--- src/rtl/pmodmic3_pkg.sv ---
// Shared types and constants for the PmodMIC3 sampler.
// Build option PMODMIC3_TWOS_COMP_EN: deliver samples as two's complement instead of offset binary.
package pmodmic3_pkg;

  typedef enum logic [2:0] {IDLE, DUMMY, WAIT_TICK, CONVERT, QUIET} state_e;

  localparam int FRAME_BITS = 16;
  localparam int DATA_BITS  = 12;
  localparam logic [DATA_BITS-1:0] MID_SCALE = 12'h800;

  // ADC result is offset binary; optionally re-centre it around zero.
  function automatic logic [DATA_BITS-1:0] fmt_sample(input logic [DATA_BITS-1:0] raw);
`ifdef PMODMIC3_TWOS_COMP_EN
    return raw - MID_SCALE;
`else
    return raw;
`endif
  endfunction

endpackage

--- src/rtl/pmodmic3_sampler_if.sv ---
// Sample delivery handshake between the sampler and downstream capture logic.
interface pmodmic3_sampler_if;
  import pmodmic3_pkg::*;

  logic [DATA_BITS-1:0] sample_data;
  logic                 sample_valid;
  logic                 sample_ready;

  modport master (output sample_data, output sample_valid, input  sample_ready);
  modport slave  (input  sample_data, input  sample_valid, output sample_ready);
endinterface

--- src/rtl/pmodmic3_spi_frame.sv ---
// One 16-bit ADC frame: CS_N low for 16*CLK_DIV cycles, registered SCLK, MSB-first capture.
module pmodmic3_spi_frame
  import pmodmic3_pkg::*;
#(
  parameter int CLK_DIV = 8
) (
  input  logic                  clk,
  input  logic                  rst_n,
  input  logic                  start,
  input  logic                  sdata,
  output logic                  cs_n,
  output logic                  sclk,
  output logic                  done,
  output logic [FRAME_BITS-1:0] word
);

  localparam int PW = $clog2(CLK_DIV);
  localparam logic [PW-1:0] P_LAST = PW'(CLK_DIV - 1);
  localparam logic [PW-1:0] P_HALF = PW'(CLK_DIV / 2);
  localparam logic [3:0]    B_LAST = 4'(FRAME_BITS - 1);

  logic                  active_q, active_d;
  logic [PW-1:0]         p_q, p_d;
  logic [3:0]            bit_q, bit_d;
  logic                  cs_n_q, cs_n_d;
  logic                  sclk_q, sclk_d;
  logic [FRAME_BITS-1:0] shift_q, shift_d;

  // Combinational so the parent can act on the same edge CS_N rises.
  assign done = active_q && (p_q == P_LAST) && (bit_q == B_LAST);

  always_comb begin
    active_d = active_q;
    p_d      = p_q;
    bit_d    = bit_q;
    cs_n_d   = cs_n_q;
    sclk_d   = sclk_q;
    shift_d  = shift_q;
    if (!active_q) begin
      if (start) begin
        active_d = 1'b1;
        p_d      = '0;
        bit_d    = '0;
        cs_n_d   = 1'b0;
        sclk_d   = 1'b0;
        shift_d  = '0;
      end
    end else if (done) begin
      active_d = 1'b0;
      cs_n_d   = 1'b1;
      sclk_d   = 1'b1;
    end else begin
      p_d = (p_q == P_LAST) ? '0 : p_q + 1'b1;
      if (p_q == P_LAST) bit_d = bit_q + 1'b1;
      sclk_d = (p_d >= P_HALF);
      if (!sclk_q && sclk_d) shift_d = {shift_q[FRAME_BITS-2:0], sdata};
    end
  end

  always_ff @(posedge clk or negedge rst_n) begin
    if (!rst_n) begin
      active_q <= 1'b0;
      p_q      <= '0;
      bit_q    <= '0;
      cs_n_q   <= 1'b1;
      sclk_q   <= 1'b1;
      shift_q  <= '0;
    end else begin
      active_q <= active_d;
      p_q      <= p_d;
      bit_q    <= bit_d;
      cs_n_q   <= cs_n_d;
      sclk_q   <= sclk_d;
      shift_q  <= shift_d;
    end
  end

  assign cs_n = cs_n_q;
  assign sclk = sclk_q;
  assign word = shift_q;

endmodule

--- src/rtl/pmodmic3_sampler.sv ---
// PmodMIC3 conversion scheduler: sample-rate tick, power-up dummy frame, valid/ready delivery, sticky status.
// Build option PMODMIC3_TWOS_COMP_EN selects two's complement output (see pmodmic3_pkg::fmt_sample).
module pmodmic3_sampler
  import pmodmic3_pkg::*;
#(
  parameter int CLK_DIV    = 8,
  parameter int SAMPLE_DIV = 2500,
  parameter int QUIET_CYC  = 6
) (
  input  logic                      sysclk,
  input  logic                      sysrst_n,
  input  logic                      enable,
  output logic                      spi_cs_n,
  output logic                      spi_sclk,
  input  logic                      spi_sdata,
  pmodmic3_sampler_if.master        smp,
  output logic                      busy,
  output logic                      overrun,
  output logic                      late,
  output logic                      frame_err,
  input  logic                      clr_status
);

  localparam int CW = $clog2(SAMPLE_DIV);
  localparam int QW = $clog2(QUIET_CYC + 1);
  localparam logic [CW-1:0] CNT_LAST = CW'(SAMPLE_DIV - 1);
  localparam logic [QW-1:0] QUI_LAST = QW'(QUIET_CYC - 1);

  state_e                 state_q, state_d;
  logic [CW-1:0]          cnt_q, cnt_d;
  logic [QW-1:0]          qcnt_q, qcnt_d;
  logic [DATA_BITS-1:0]   data_q, data_d;
  logic                   valid_q, valid_d;
  logic                   ovr_q, ovr_d;
  logic                   late_q, late_d;
  logic                   ferr_q, ferr_d;

  logic                   tick, start, frame_done;
  logic [FRAME_BITS-1:0]  word;

  assign tick  = enable && (cnt_q == CNT_LAST);
  assign start = ((state_q == IDLE) && enable) || ((state_q == WAIT_TICK) && tick);

  pmodmic3_spi_frame #(.CLK_DIV(CLK_DIV)) u_frame (
    .clk   (sysclk),
    .rst_n (sysrst_n),
    .start (start),
    .sdata (spi_sdata),
    .cs_n  (spi_cs_n),
    .sclk  (spi_sclk),
    .done  (frame_done),
    .word  (word)
  );

  always_comb begin
    state_d = state_q;
    qcnt_d  = qcnt_q;
    data_d  = data_q;
    valid_d = valid_q;
    ovr_d   = ovr_q;
    late_d  = late_q;
    ferr_d  = ferr_q;
    cnt_d   = (!enable || tick) ? '0 : cnt_q + 1'b1;

    // Clear first so a same-edge set event below wins.
    if (clr_status) begin
      ovr_d  = 1'b0;
      late_d = 1'b0;
      ferr_d = 1'b0;
    end
    if (valid_q && smp.sample_ready) valid_d = 1'b0;

    case (state_q)
      IDLE:      if (enable) state_d = DUMMY;
      DUMMY:     if (frame_done) begin
                   state_d = QUIET;
                   qcnt_d  = '0;
                 end
      WAIT_TICK: if (tick)         state_d = CONVERT;
                 else if (!enable) state_d = IDLE;
      CONVERT:   if (frame_done) begin
                   state_d = QUIET;
                   qcnt_d  = '0;
                   if (valid_q && !smp.sample_ready) begin
                     ovr_d = 1'b1;
                   end else begin
                     data_d  = fmt_sample(word[DATA_BITS-1:0]);
                     valid_d = 1'b1;
                   end
                   if (word[FRAME_BITS-1:DATA_BITS] != '0) ferr_d = 1'b1;
                 end
      QUIET:     if (qcnt_q == QUI_LAST) state_d = enable ? WAIT_TICK : IDLE;
                 else                    qcnt_d  = qcnt_q + 1'b1;
      default:   state_d = IDLE;
    endcase

    // A tick outside WAIT_TICK is dropped, not queued.
    if (tick && (state_q != WAIT_TICK)) late_d = 1'b1;
  end

  always_ff @(posedge sysclk or negedge sysrst_n) begin
    if (!sysrst_n) begin
      state_q <= IDLE;
      cnt_q   <= '0;
      qcnt_q  <= '0;
      data_q  <= '0;
      valid_q <= 1'b0;
      ovr_q   <= 1'b0;
      late_q  <= 1'b0;
      ferr_q  <= 1'b0;
    end else begin
      state_q <= state_d;
      cnt_q   <= cnt_d;
      qcnt_q  <= qcnt_d;
      data_q  <= data_d;
      valid_q <= valid_d;
      ovr_q   <= ovr_d;
      late_q  <= late_d;
      ferr_q  <= ferr_d;
    end
  end

  assign smp.sample_data  = data_q;
  assign smp.sample_valid = valid_q;
  assign busy             = ~spi_cs_n;
  assign overrun          = ovr_q;
  assign late             = late_q;
  assign frame_err        = ferr_q;

endmodule

--- src/flat_wrapper.sv ---
// flat-port wrapper written by rule: the top's interface ports become plain ports
module pmodmic3_sampler_flat import pmodmic3_pkg::*;
#(
  parameter int CLK_DIV    = 8,
  parameter int SAMPLE_DIV = 2500,
  parameter int QUIET_CYC  = 6
)
  (sysclk, sysrst_n, enable, spi_cs_n, spi_sclk, spi_sdata, busy, overrun, late, frame_err, clr_status, smp_sample_data, smp_sample_valid, smp_sample_ready);
  pmodmic3_sampler_if smp_i ();
  input  logic sysclk;
  input  logic sysrst_n;
  input  logic enable;
  output logic spi_cs_n;
  output logic spi_sclk;
  input  logic spi_sdata;
  output logic busy;
  output logic overrun;
  output logic late;
  output logic frame_err;
  input  logic clr_status;
  output wire logic [$bits(smp_i.sample_data)-1:0] smp_sample_data;
  output wire logic [$bits(smp_i.sample_valid)-1:0] smp_sample_valid;
  input wire logic [$bits(smp_i.sample_ready)-1:0] smp_sample_ready;
  assign smp_sample_data = smp_i.sample_data;
  assign smp_sample_valid = smp_i.sample_valid;
  assign smp_i.sample_ready = smp_sample_ready;
  pmodmic3_sampler #(.CLK_DIV(CLK_DIV), .SAMPLE_DIV(SAMPLE_DIV), .QUIET_CYC(QUIET_CYC)) u_core (.sysclk(sysclk), .sysrst_n(sysrst_n), .enable(enable), .spi_cs_n(spi_cs_n), .spi_sclk(spi_sclk), .spi_sdata(spi_sdata), .smp(smp_i), .busy(busy), .overrun(overrun), .late(late), .frame_err(frame_err), .clr_status(clr_status));
endmodule
--- config.mk ---
export PLATFORM = sky130hd
export DESIGN_NAME = pmodmic3_sampler_flat
export DESIGN_NICKNAME = d
export VERILOG_FILES = /design/src/rtl/pmodmic3_pkg.sv /design/src/rtl/pmodmic3_sampler_if.sv /design/src/rtl/pmodmic3_spi_frame.sv /design/src/rtl/pmodmic3_sampler.sv /design/src/flat_wrapper.sv
export SDC_FILE = /design/constraint.sdc
export NUM_CORES = 1
export LEC_CHECK = 0
export ABC_AREA = 1
export CAP_MARGIN = 10
export CORE_UTILIZATION = 55
export DETAILED_ROUTE_END_ITERATION = 6
export PLACE_DENSITY = 0.76
export SLEW_MARGIN = 20
export SYNTH_ARGS = -nofsm -noshare
export SYNTH_HDL_FRONTEND = slang
export SYNTH_HIERARCHICAL = 1
export SYNTH_SLANG_ARGS = --single-unit
--- constraint.sdc ---
create_clock -name sysclk -period 2.5 [get_ports sysclk]
set_input_delay 0.5 -clock sysclk [delete_from_list [all_inputs] [get_ports sysclk]]
set_output_delay 0.5 -clock sysclk [all_outputs]
set_load 0.01 [all_outputs]
==> impl_metrics.toml <==
[status]
status = "finished, final reports clean"

[setup_path]
rrSetupSlack_ns = 0.51
worst-setup-path-type = "reg2reg"
worstPathArrival_ns = 2.27
cp_cell_sequence = "ha_1 > nand2_1 > nor2_1 > nand4_1 > nand2_1 > nor2_4 > nor2_4 > buf_4 > nand3_1 > nand2_2"
timing.rr.start = "u_core/cnt_q[0]$_DFF_PN0_"
critPathLaunchType = "flip-flop"
rr_worst_depth = 10
crit_end = "u_core/u_frame/word[6]$_DFFE_PN0P_"
critical_path.max_fanout = 13
crit_required_ns = 2.77
slowest_stage = "dfrtp_1"
crit_buf_inv = 1
worstReg2RegEnd = "u_core/u_frame/word[6]$_DFFE_PN0P_"
path_depth = 10
critPathLaunch = "u_core/cnt_q[0]$_DFF_PN0_"
max_stage_delay_ns = 0.37
crit_path_end_kind = "flip-flop"
critPathTopFamily = "simple AND/OR/NAND/NOR gates"

[floorplanning]
rows = 26
io_pins = 25
start_util = 0.5881
die_area_um2 = 5939
die_x_um = 77.07
die_y_um = 77.07
core-area_um2 = 5270

[clock_network]
cts_tree = "done"
cts_buffers = 9
post_cts_resized = 0
cts.sinks = 60
insertion_delay_ns = 0.34
htreeDepth = 3
clockBufferDepth = 2
hold_buffers = 0
cts_setup_buffers = 0
root_buffer = "clkbuf_8"
clkTransAtPathRegs_ns = 0.07

[yosys]
ys_seq_area_frac = 0.4853
synth-edff-count = 0
ys_types = 32
ys_warn_count = 6
async_reset_ff_frac = 1.000
synthFlopType = "dfrtp_1"
syn-num-nets = 391
synthCells = 379
netlist_area_um2 = 3099
synth_largest_area_cell = "dfrtp_1"
synth_top_area_frac = 0.4683
syn_area_per_cell_um2 = 8.177
synth.ff_latch_count = 60
synth_area_leaders = "dfrtp_1 47%, nand2_1 14%, nand3_1 6.8%"

[final_layout]
antenna_cells = 0
layout.nets = 421
final_common_cell = "nand2_1"
drive_gt1_frac = 0.1643
finalInstanceArea_um2 = 3636
final_cell_mix = "112 x nand2_1, 58 x dfrtp_1, 43 x inv_1, 42 x nand3_1, 27 x nor2_1"
fillCellCount = 417
syn_to_final_growth_pct = 17.32
fin_util = 0.6899

[drt]
vias_per_cell = 5.076
ant_nets = 0
drtPass1Iterations = 5
vias = 2457
wl_um = 5933
drcViolationCount = 0
wl_per_cell_um = 12.26
drt_iter0_drc = 129

[sta]
slew_headroom = 0.6112
skew_ns = 0.007999
maxSlewViolCount = 0
grt_setup_unrepaired = "no"
clock.fmax_mhz = 501.8
fin_crit_sh = 0.7971
tightest_slew_ns = 0.5832
setup_tns_ns = 0
setup_violations = 0
period_minus_slack_ns = 1.993
hold_viol_final = 0

[placement]
place_area_um2 = 3386
gp_congestion = 0.8574
io_buffer_count = 24
dp_hpwl_um = 4001

[power_and_ir_drop]
vdd_drop_max_mv = 0.3479
power_mw = 2.105
power.leakage_nw = 1.898
p_per_area_nw_per_um2 = 579.0

[grt]
grt.total_usage = 0.2346
overflow = 0
grt_max_degree = 36
grt_pass1_vias = 2410
grt_pass1_wl_um = 10800
antenna_found_initial = 0

[job]
drv_cap = 0

[worst_hold_path]
hold_class = "in2async"
==> per-layer routing <==
metal,GRT usage,share of wire
met3,0.07024,0.047
met4,0.09434,0.011
met2,0.3670,0.47
met5,0,0
met1,0.3051,0.47
==> final cells by class <==
type	instances	area, um^2	area share
Sequential cell	60	1504	0.4136
Inverter	48	180.2	0.04955
Multi-Input combinational cell	261	1329	0.3654
Clock buffer	12	155.1	0.04267
Clock inverter	4	95.09	0.02615
Timing Repair Buffer	29	285.3	0.07846
Tap cell	70	87.58	0.02409
==> how the worst min path moves through the flow <==
stage	endpoint	from	cells after the start
2_1_floorplan	u_core/cnt_q[0]$_DFF_PN0_	sysrst_n	0
3_3_place_gp	u_core/cnt_q[0]$_DFF_PN0_	u_core/cnt_q[0]$_DFF_PN0_	1
3_5_place_dp	u_core/cnt_q[0]$_DFF_PN0_	u_core/cnt_q[0]$_DFF_PN0_	1
4_1_cts	u_core/overrun$_DFF_PN0_	sysrst_n	1
5_1_grt	u_core/cnt_q[9]$_DFF_PN0_	sysrst_n	1
6_report	u_core/overrun$_DFF_PN0_	sysrst_n	1
==> cell families after synthesis <==
family / after synthesis / synth area share
AND/OR/NAND/NOR: 236 / 0.3637
flip-flops: 60 / 0.4853
buffers and inverters: 58 / 0.08599
AO/OA/AOI/OAI: 16 / 0.03190
adder cells (fa/ha/maj): 6 / 0.02422
XOR/XNOR: 2 / 0.005653
multiplexers: 1 / 0.003230
==> power by group <==
group	switching (mW)	internal (mW)	total, mW
clock	0.367	0.715	1.08
sequential	0.00315	0.975	0.978
combinational	0.0309	0.0140	0.0450
total	0.401	1.70	2.11
==> flip-flops by register name, summed over array words and instances (netlist names), 3 cells and up <==
register                flops
u_core/u_frame/word        16
u_core/cnt_q               12
u_core/smp.sample_data     12
u_core/u_frame/bit_q        4
u_core/qcnt_q               3
u_core/state_q              3
u_core/u_frame/p_q          3
==> worst reg2reg max path, stage by stage (launching register included) <==
cell and delay, ns:
dfrtp_1 0.37, ha_1 0.29, nand2_1 0.08, nor2_1 0.16, nand4_1 0.16, nand2_1 0.18
nor2_4 0.06, nor2_4 0.21, buf_4 0.23, nand3_1 0.11, nand2_2 0.09
==> Yosys cell counts, types with 4 or more instances <==
master and count:
a21oi_1 6, buf_4 4, dfrtp_1 58, ha_1 6
inv_1 43, inv_2 5, nand2_1 112, nand2_2 25
nand3_1 42, nor2_1 27, nor3_1 10, o21ai_0 4
==> stage by stage <==
| stage | std cells | hold slack (ns) | setup WS (ns) |
|---|---|---|---|
| 6_report | 484 | 0.1613 | 0.5072 |
| 2_1_floorplan | 379 | 0.2044 | 0.7671 |
| 4_1_cts | 484 | 0.1675 | 0.5254 |
| 5_1_grt | 484 | 0.1864 | 0.3220 |
| 3_5_place_dp | 468 | 0.4579 | 0.2935 |
| 3_3_place_gp | 468 | 0.4497 | 0.3450 |
Power figures use the tool's default switching activity.
